**src/rtl/pll_sup_pkg.sv**
```systemverilog
// Shared definitions for the PLL lock supervisor: state encodings, output
// decode and the default timing constants for a 50 MHz reference clock.
package pll_sup_pkg;

  typedef enum logic [2:0] {
    ST_RST_PLL   = 3'd0,
    ST_WAIT_LOCK = 3'd1,
    ST_STABLE    = 3'd2,
    ST_RUN       = 3'd3,
    ST_FAULT     = 3'd4
  } state_t;

  localparam int DEF_RST_PULSE_CYCLES    = 16;
  localparam int DEF_LOCK_TIMEOUT_CYCLES = 50000;  // 1 ms at 50 MHz
  localparam int DEF_LOCK_STABLE_CYCLES  = 1024;
  localparam int DEF_MAX_RETRIES         = 7;
  localparam int DEF_LOSS_CNT_W          = 8;

  typedef struct packed {
    logic pll_rst;
    logic user_rst_n;
    logic locked;
    logic fault;
  } sup_out_t;

  localparam sup_out_t RESET_OUTS = '{pll_rst: 1'b1, user_rst_n: 1'b0, locked: 1'b0, fault: 1'b0};

  // Width of a counter that walks 0..n-1; never narrower than one bit.
  function automatic int cnt_width(input int n);
    return (n <= 2) ? 1 : $clog2(n);
  endfunction

  // Output levels that belong to each state; registered together with the state.
  function automatic sup_out_t decode_outputs(input state_t st);
    sup_out_t o;
    o = '{pll_rst: 1'b0, user_rst_n: 1'b0, locked: 1'b0, fault: 1'b0};
    case (st)
      ST_RST_PLL: o.pll_rst = 1'b1;
      ST_RUN: begin
        o.user_rst_n = 1'b1;
        o.locked     = 1'b1;
      end
      ST_FAULT: begin
        o.pll_rst = 1'b1;
        o.fault   = 1'b1;
      end
      default: o = o;
    endcase
    return o;
  endfunction

endpackage

```
**src/rtl/cdc_sync_bit.sv**
```systemverilog
// Two-flop synchronizer for a single asynchronous status bit; resets to 0.
module cdc_sync_bit (
  input  logic clk,
  input  logic rst_n,
  input  logic d,
  output logic q
);

  logic meta;

  // NOTE: sequential state uses non-blocking assignments so that every flop
  // samples the pre-edge value of its source, giving a true two-stage chain.
  always_ff @(posedge clk or negedge rst_n) begin
    if (!rst_n) begin
      meta <= 1'b0;
      q    <= 1'b0;
    end else begin
      meta <= d;
      q    <= meta;
    end
  end

endmodule

```
**src/rtl/pll_lock_supervisor.sv**
```systemverilog
// Drives the PLL reset, qualifies lock over a stability window, retries on
// timeout with a sticky fault, and gates the downstream reset on qualified lock.
module pll_lock_supervisor
  import pll_sup_pkg::*;
#(
  parameter int RST_PULSE_CYCLES    = DEF_RST_PULSE_CYCLES,
  parameter int LOCK_TIMEOUT_CYCLES = DEF_LOCK_TIMEOUT_CYCLES,
  parameter int LOCK_STABLE_CYCLES  = DEF_LOCK_STABLE_CYCLES,
  parameter int MAX_RETRIES         = DEF_MAX_RETRIES,
  parameter int LOSS_CNT_W          = DEF_LOSS_CNT_W
) (
  input  logic                  sys_clk,
  input  logic                  sys_rst_n,
  input  logic                  pll_lock,
  input  logic                  retry_clr,
  output logic                  pll_rst,
  output logic                  user_rst_n,
  output logic                  locked,
  output logic                  fault,
  output logic [LOSS_CNT_W-1:0] loss_cnt,
  output logic [2:0]            state
);

  localparam int PULSE_W  = cnt_width(RST_PULSE_CYCLES);
  localparam int TMR_W    = cnt_width(LOCK_TIMEOUT_CYCLES);
  localparam int STABLE_W = cnt_width(LOCK_STABLE_CYCLES);
  localparam int RETRY_W  = cnt_width(MAX_RETRIES);

  localparam logic [PULSE_W-1:0]  PULSE_LAST  = PULSE_W'(RST_PULSE_CYCLES - 1);
  localparam logic [TMR_W-1:0]    TMR_LAST    = TMR_W'(LOCK_TIMEOUT_CYCLES - 1);
  localparam logic [STABLE_W-1:0] STABLE_LAST = STABLE_W'(LOCK_STABLE_CYCLES - 1);
  localparam logic [RETRY_W-1:0]  RETRY_LAST  = RETRY_W'(MAX_RETRIES - 1);

  state_t                state_q;
  sup_out_t              outs;
  logic                  lock_s;
  logic [PULSE_W-1:0]    pulse_cnt;
  logic [TMR_W-1:0]      timer;
  logic [STABLE_W-1:0]   stable_cnt;
  logic [RETRY_W-1:0]    retry_cnt;
  logic [LOSS_CNT_W-1:0] loss_cnt_q;

  cdc_sync_bit u_lock_sync (
    .clk   (sys_clk),
    .rst_n (sys_rst_n),
    .d     (pll_lock),
    .q     (lock_s)
  );

  // Counters are cleared on entry to the state that uses them, so each
  // attempt starts from zero without a separate clear path.
  always_ff @(posedge sys_clk or negedge sys_rst_n) begin
    if (!sys_rst_n) begin
      state_q    <= ST_RST_PLL;
      outs       <= RESET_OUTS;
      pulse_cnt  <= '0;
      timer      <= '0;
      stable_cnt <= '0;
      retry_cnt  <= '0;
      loss_cnt_q <= '0;
    end else begin
      case (state_q)
        ST_RST_PLL: begin
          if (pulse_cnt == PULSE_LAST) begin
            state_q   <= ST_WAIT_LOCK;
            outs      <= decode_outputs(ST_WAIT_LOCK);
            pulse_cnt <= '0;
            timer     <= '0;
          end else begin
            pulse_cnt <= pulse_cnt + 1'b1;
          end
        end

        ST_WAIT_LOCK: begin
          timer <= timer + 1'b1;
          if (timer == TMR_LAST) begin
            if (retry_cnt == RETRY_LAST) begin
              state_q <= ST_FAULT;
              outs    <= decode_outputs(ST_FAULT);
            end else begin
              retry_cnt <= retry_cnt + 1'b1;
              state_q   <= ST_RST_PLL;
              outs      <= decode_outputs(ST_RST_PLL);
            end
          end else if (lock_s) begin
            state_q    <= ST_STABLE;
            outs       <= decode_outputs(ST_STABLE);
            stable_cnt <= '0;
          end
        end

        ST_STABLE: begin
          timer <= timer + 1'b1;
          // Qualification is checked first so it wins over a coincident timeout.
          if (lock_s && stable_cnt == STABLE_LAST) begin
            state_q   <= ST_RUN;
            outs      <= decode_outputs(ST_RUN);
            retry_cnt <= '0;
          end else if (timer == TMR_LAST) begin
            if (retry_cnt == RETRY_LAST) begin
              state_q <= ST_FAULT;
              outs    <= decode_outputs(ST_FAULT);
            end else begin
              retry_cnt <= retry_cnt + 1'b1;
              state_q   <= ST_RST_PLL;
              outs      <= decode_outputs(ST_RST_PLL);
            end
          end else if (!lock_s) begin
            state_q    <= ST_WAIT_LOCK;
            outs       <= decode_outputs(ST_WAIT_LOCK);
            stable_cnt <= '0;
          end else begin
            stable_cnt <= stable_cnt + 1'b1;
          end
        end

        ST_RUN: begin
          if (!lock_s) begin
            state_q <= ST_RST_PLL;
            outs    <= decode_outputs(ST_RST_PLL);
            if (loss_cnt_q != '1) begin
              loss_cnt_q <= loss_cnt_q + 1'b1;
            end
          end
        end

        ST_FAULT: begin
          if (retry_clr) begin
            state_q   <= ST_RST_PLL;
            outs      <= decode_outputs(ST_RST_PLL);
            retry_cnt <= '0;
          end
        end

        default: begin
          state_q   <= ST_RST_PLL;
          outs      <= decode_outputs(ST_RST_PLL);
          pulse_cnt <= '0;
        end
      endcase
    end
  end

  assign pll_rst    = outs.pll_rst;
  assign user_rst_n = outs.user_rst_n;
  assign locked     = outs.locked;
  assign fault      = outs.fault;
  assign loss_cnt   = loss_cnt_q;
  assign state      = state_q;

endmodule

```
**config.mk**
```make
export PLATFORM = sky130hd
export DESIGN_NAME = pll_lock_supervisor
export DESIGN_NICKNAME = d
export VERILOG_FILES = /design/src/rtl/pll_sup_pkg.sv /design/src/rtl/cdc_sync_bit.sv /design/src/rtl/pll_lock_supervisor.sv
export SDC_FILE = /design/constraint.sdc
export NUM_CORES = 1
export LEC_CHECK = 0
export CAP_MARGIN = 30
export CELL_PAD_IN_SITES_DETAIL_PLACEMENT = 0
export CELL_PAD_IN_SITES_GLOBAL_PLACEMENT = 1
export CORE_MARGIN = 10
export CORE_UTILIZATION = 45
export CTS_BUF_LIST = sky130_fd_sc_hd__clkbuf_16
export CTS_CLUSTER_DIAMETER = 80
export DETAILED_ROUTE_END_ITERATION = 8
export PLACE_DENSITY_LB_ADDON = 0.1
export SYNTH_ARGS = -nofsm -noshare
export SYNTH_HDL_FRONTEND = slang
export SYNTH_SLANG_ARGS = --single-unit
```
**constraint.sdc**
```tcl
create_clock -name sys_clk -period 2.3 [get_ports sys_clk]
set_clock_uncertainty 0.05 [all_clocks]
set_input_delay 0.575 -clock sys_clk [delete_from_list [all_inputs] [get_ports sys_clk]]
set_output_delay 0.575 -clock sys_clk [all_outputs]
set_load 0.1 [all_outputs]
```
==> out/results.ini <==
[clock_tree]
ctsResizeCount = 0
clk_latency_ns = 0.29
cts_buffers = 5
clkTransAtPathRegs_ns = 0.07
clk_path_buf_depth = 2
cts_max_level = 2
cts_hold_buf = 0
postCtsSetupBuffers = 0
root_buffer = clkbuf_16
clock_sinks = 48
cts_tree = yes

[drt]
ant_nets = 0
drc = 0
met3_length_microns = 229
dr_wl_met2_microns = 2550
wl_met1_microns = 2650
drt-total-wl_microns = 5490
via_per_inst = 5.48
dr.max_layer_used = met4
first_iter_violations = 102
vias = 2044
dr.pass1.iters = 4
wire_per_inst_microns = 14.7

[cells_and_area]
syn_to_final_growth_pct = 18.8
nNetsFinal = 310
drive_gt1_share_pct = 17.3
stdcell_area_sq_um = 3090
n_antenna_cell = 0
final_cells = 373
num-fill-cells = 515

[logic_synthesis]
synth_area_leaders = dfrtp_1 45%, nand2_1 4.3%, xor2_1 3.4%
synth_top_area_cell = dfrtp_1
ys_seq_elements = 48
ys_top_cells_by_count = 47 x dfrtp_1, 30 x nand2_1, 22 x nor2_1
seq_area_frac_synth_pct = 46.2
syn_inst = 275
synthArstFlopShare_pct = 100
avgSynthCellArea_sq_um = 9.45
yosysWarnings = 0
ys_types = 52
synth_top_area_share_pct = 45.2
syn_area_sq_um = 2600
post-synth-top-count-cell = dfrtp_1
synth_edf_count = 0
synthFlopType = dfrtp_1
synth_fp_nets = 285

[place]
placement.io_buffers = 18
dp_hpwl_microns = 3970
dp_cells = 365
gp_routability_congestion = 0.776
placement.cell_area_sq_um = 2920

[timing]
period_share_pct = 93.7
hold_violations = 0
setup_violations = 0
period_minus_slack_ns = 2.15
grt_setup_unrepaired = false
slew_violations = 0
tns_ns = 0
max_slew_margin_pct = 71.7
tightest_slew_ns = 0.425
max_freq_mhz = 464

[floorplanning]
io_pins = 19
core_sq_um = 5540
num_rows = 27
fp.dieH_microns = 96.0
dieArea_sq_um = 9220
fp.dieW_microns = 96.0
initial_utilization_pct = 46.9

[critical_path]
required_ns = 2.47
cp_max_fo = 11
cp.arrival_ns = 2.33
r2r-start = timer[0]
crit_type = register to register
endpoint_kind = register
startpoint = timer[0]
start_kind = register

[job]
maxCapViolations = 0

[power]
powerDensity_nw_per_um2 = 1020
power_w = 0.00315
leakage_nw = 1.38
max-vdd-ir-drop_mv = 0.566

[outcome]
outcome = finished, final reports clean

[worst_hold_path]
hold_path_class = input pin to asynchronous set/reset pin

[global_routing]
grt-ovfl-total = 0
grt_usage_pct = 12.7
grt_max_degree = 20
antenna_found_initial = 0
grt_first_pass_wirelength_microns = 9440
grt_pass1_vias = 1979

-- cell families after synthesis --
logic type	synth area share [%]
buf+inv	3.90
fa+ha+maj	2.89
compound gates	13.7
mux	1.68
flops	46.2
xor+xnor	6.40
simple gates	25.2
-- area by class of cell --
cell class | count | area (sq um) | share of cell area [%]
Clock buffer | 5 | 125 | 4.05
Clock inverter | 3 | 42.5 | 1.38
Inverter | 8 | 30.0 | 0.972
Multi-Input combinational cell | 206 | 1300 | 42.0
Sequential cell | 48 | 1210 | 39.1
Tap cell | 72 | 90.1 | 2.92
Timing Repair Buffer | 31 | 298 | 9.64
-- where the power goes --
part	internal (W)	leakage [nW]	switching (W)
Clock	0.000511	0.0798	0.000312
Combinational	0.000441	0.665	0.000720
Sequential	0.000978	0.639	0.000186
-- path summary, 6_finish.rpt --
check | endpoint | slack [ns] | cells past startpoint
setup / recovery | stable_cnt[7] | 0.15 | 6
hold / removal | pulse_cnt[1] | 0.17 | 1
setup reg to reg | stable_cnt[7] | 0.15 | 6
hold reg to reg | u_lock_sync.q | 0.31 | 0
max in group asynchronous | pll_rst | 1.41 | 2
min in group sys_clk | u_lock_sync.q | 0.31 | 0
-- flip-flops by register name, summed over array words and instances (netlist names) --
| register | flops |
|---|---|
| loss_cnt | 8 |
| timer | 16 |
| retry_cnt | 3 |
| pll_rst | 1 |
| u_lock_sync.q | 1 |
| state | 3 |
| pulse_cnt | 4 |
| u_lock_sync.meta | 1 |
| user_rst_n | 1 |
| stable_cnt | 10 |
-- cell usage in the layout, fill, tap and decap left out, types with 3 or more instances in the layout --
cell type,instances
dfrtp_1,44
nand2_1,30
buf_4,23
nor2_1,22
o21ai_0,17
nand3_1,14
a21oi_1,12
xor2_1,10
xnor2_1,9
inv_1,8
nand4_1,8
o21ai_1,7
o31ai_1,7
and3_1,6
and4_1,6
ha_1,6
clkbuf_16,5
buf_12,5
or3_1,4
nor2b_1,3
nor4bb_1,3
nor3_1,3
or2_2,3
o22ai_1,3
dfrtp_2,3
-- worst max-delay path: stages (launching register included) --
cell     delay, ns
dfrtp_1       0.41
ha_1          0.25
and3_1        0.21
and4_1        0.26
or3_1         0.50
nor3_1        0.23
o22a_1        0.16
-- metrics by stage --
step | hold slack [ns] | setup WS [ns] | utilization [%]
floorplan | 0.229 | 0.0344 | -
global placement | 0.285 | 0.205 | 52.7
detailed placement | 0.303 | 0.163 | 52.7
CTS | 0.178 | 0.154 | 55.7
global route | 0.189 | 0.0305 | 55.7
finish | 0.166 | 0.145 | 55.7
-- per-layer routing --
metal,track usage (%),vias to the layer above
li1,-,1035
met1,16.7,974
met2,19.6,29
met4,4.30,0
met3,3.66,6
met5,0,-
No activity file was read; power rests on OpenSTA's default activity.
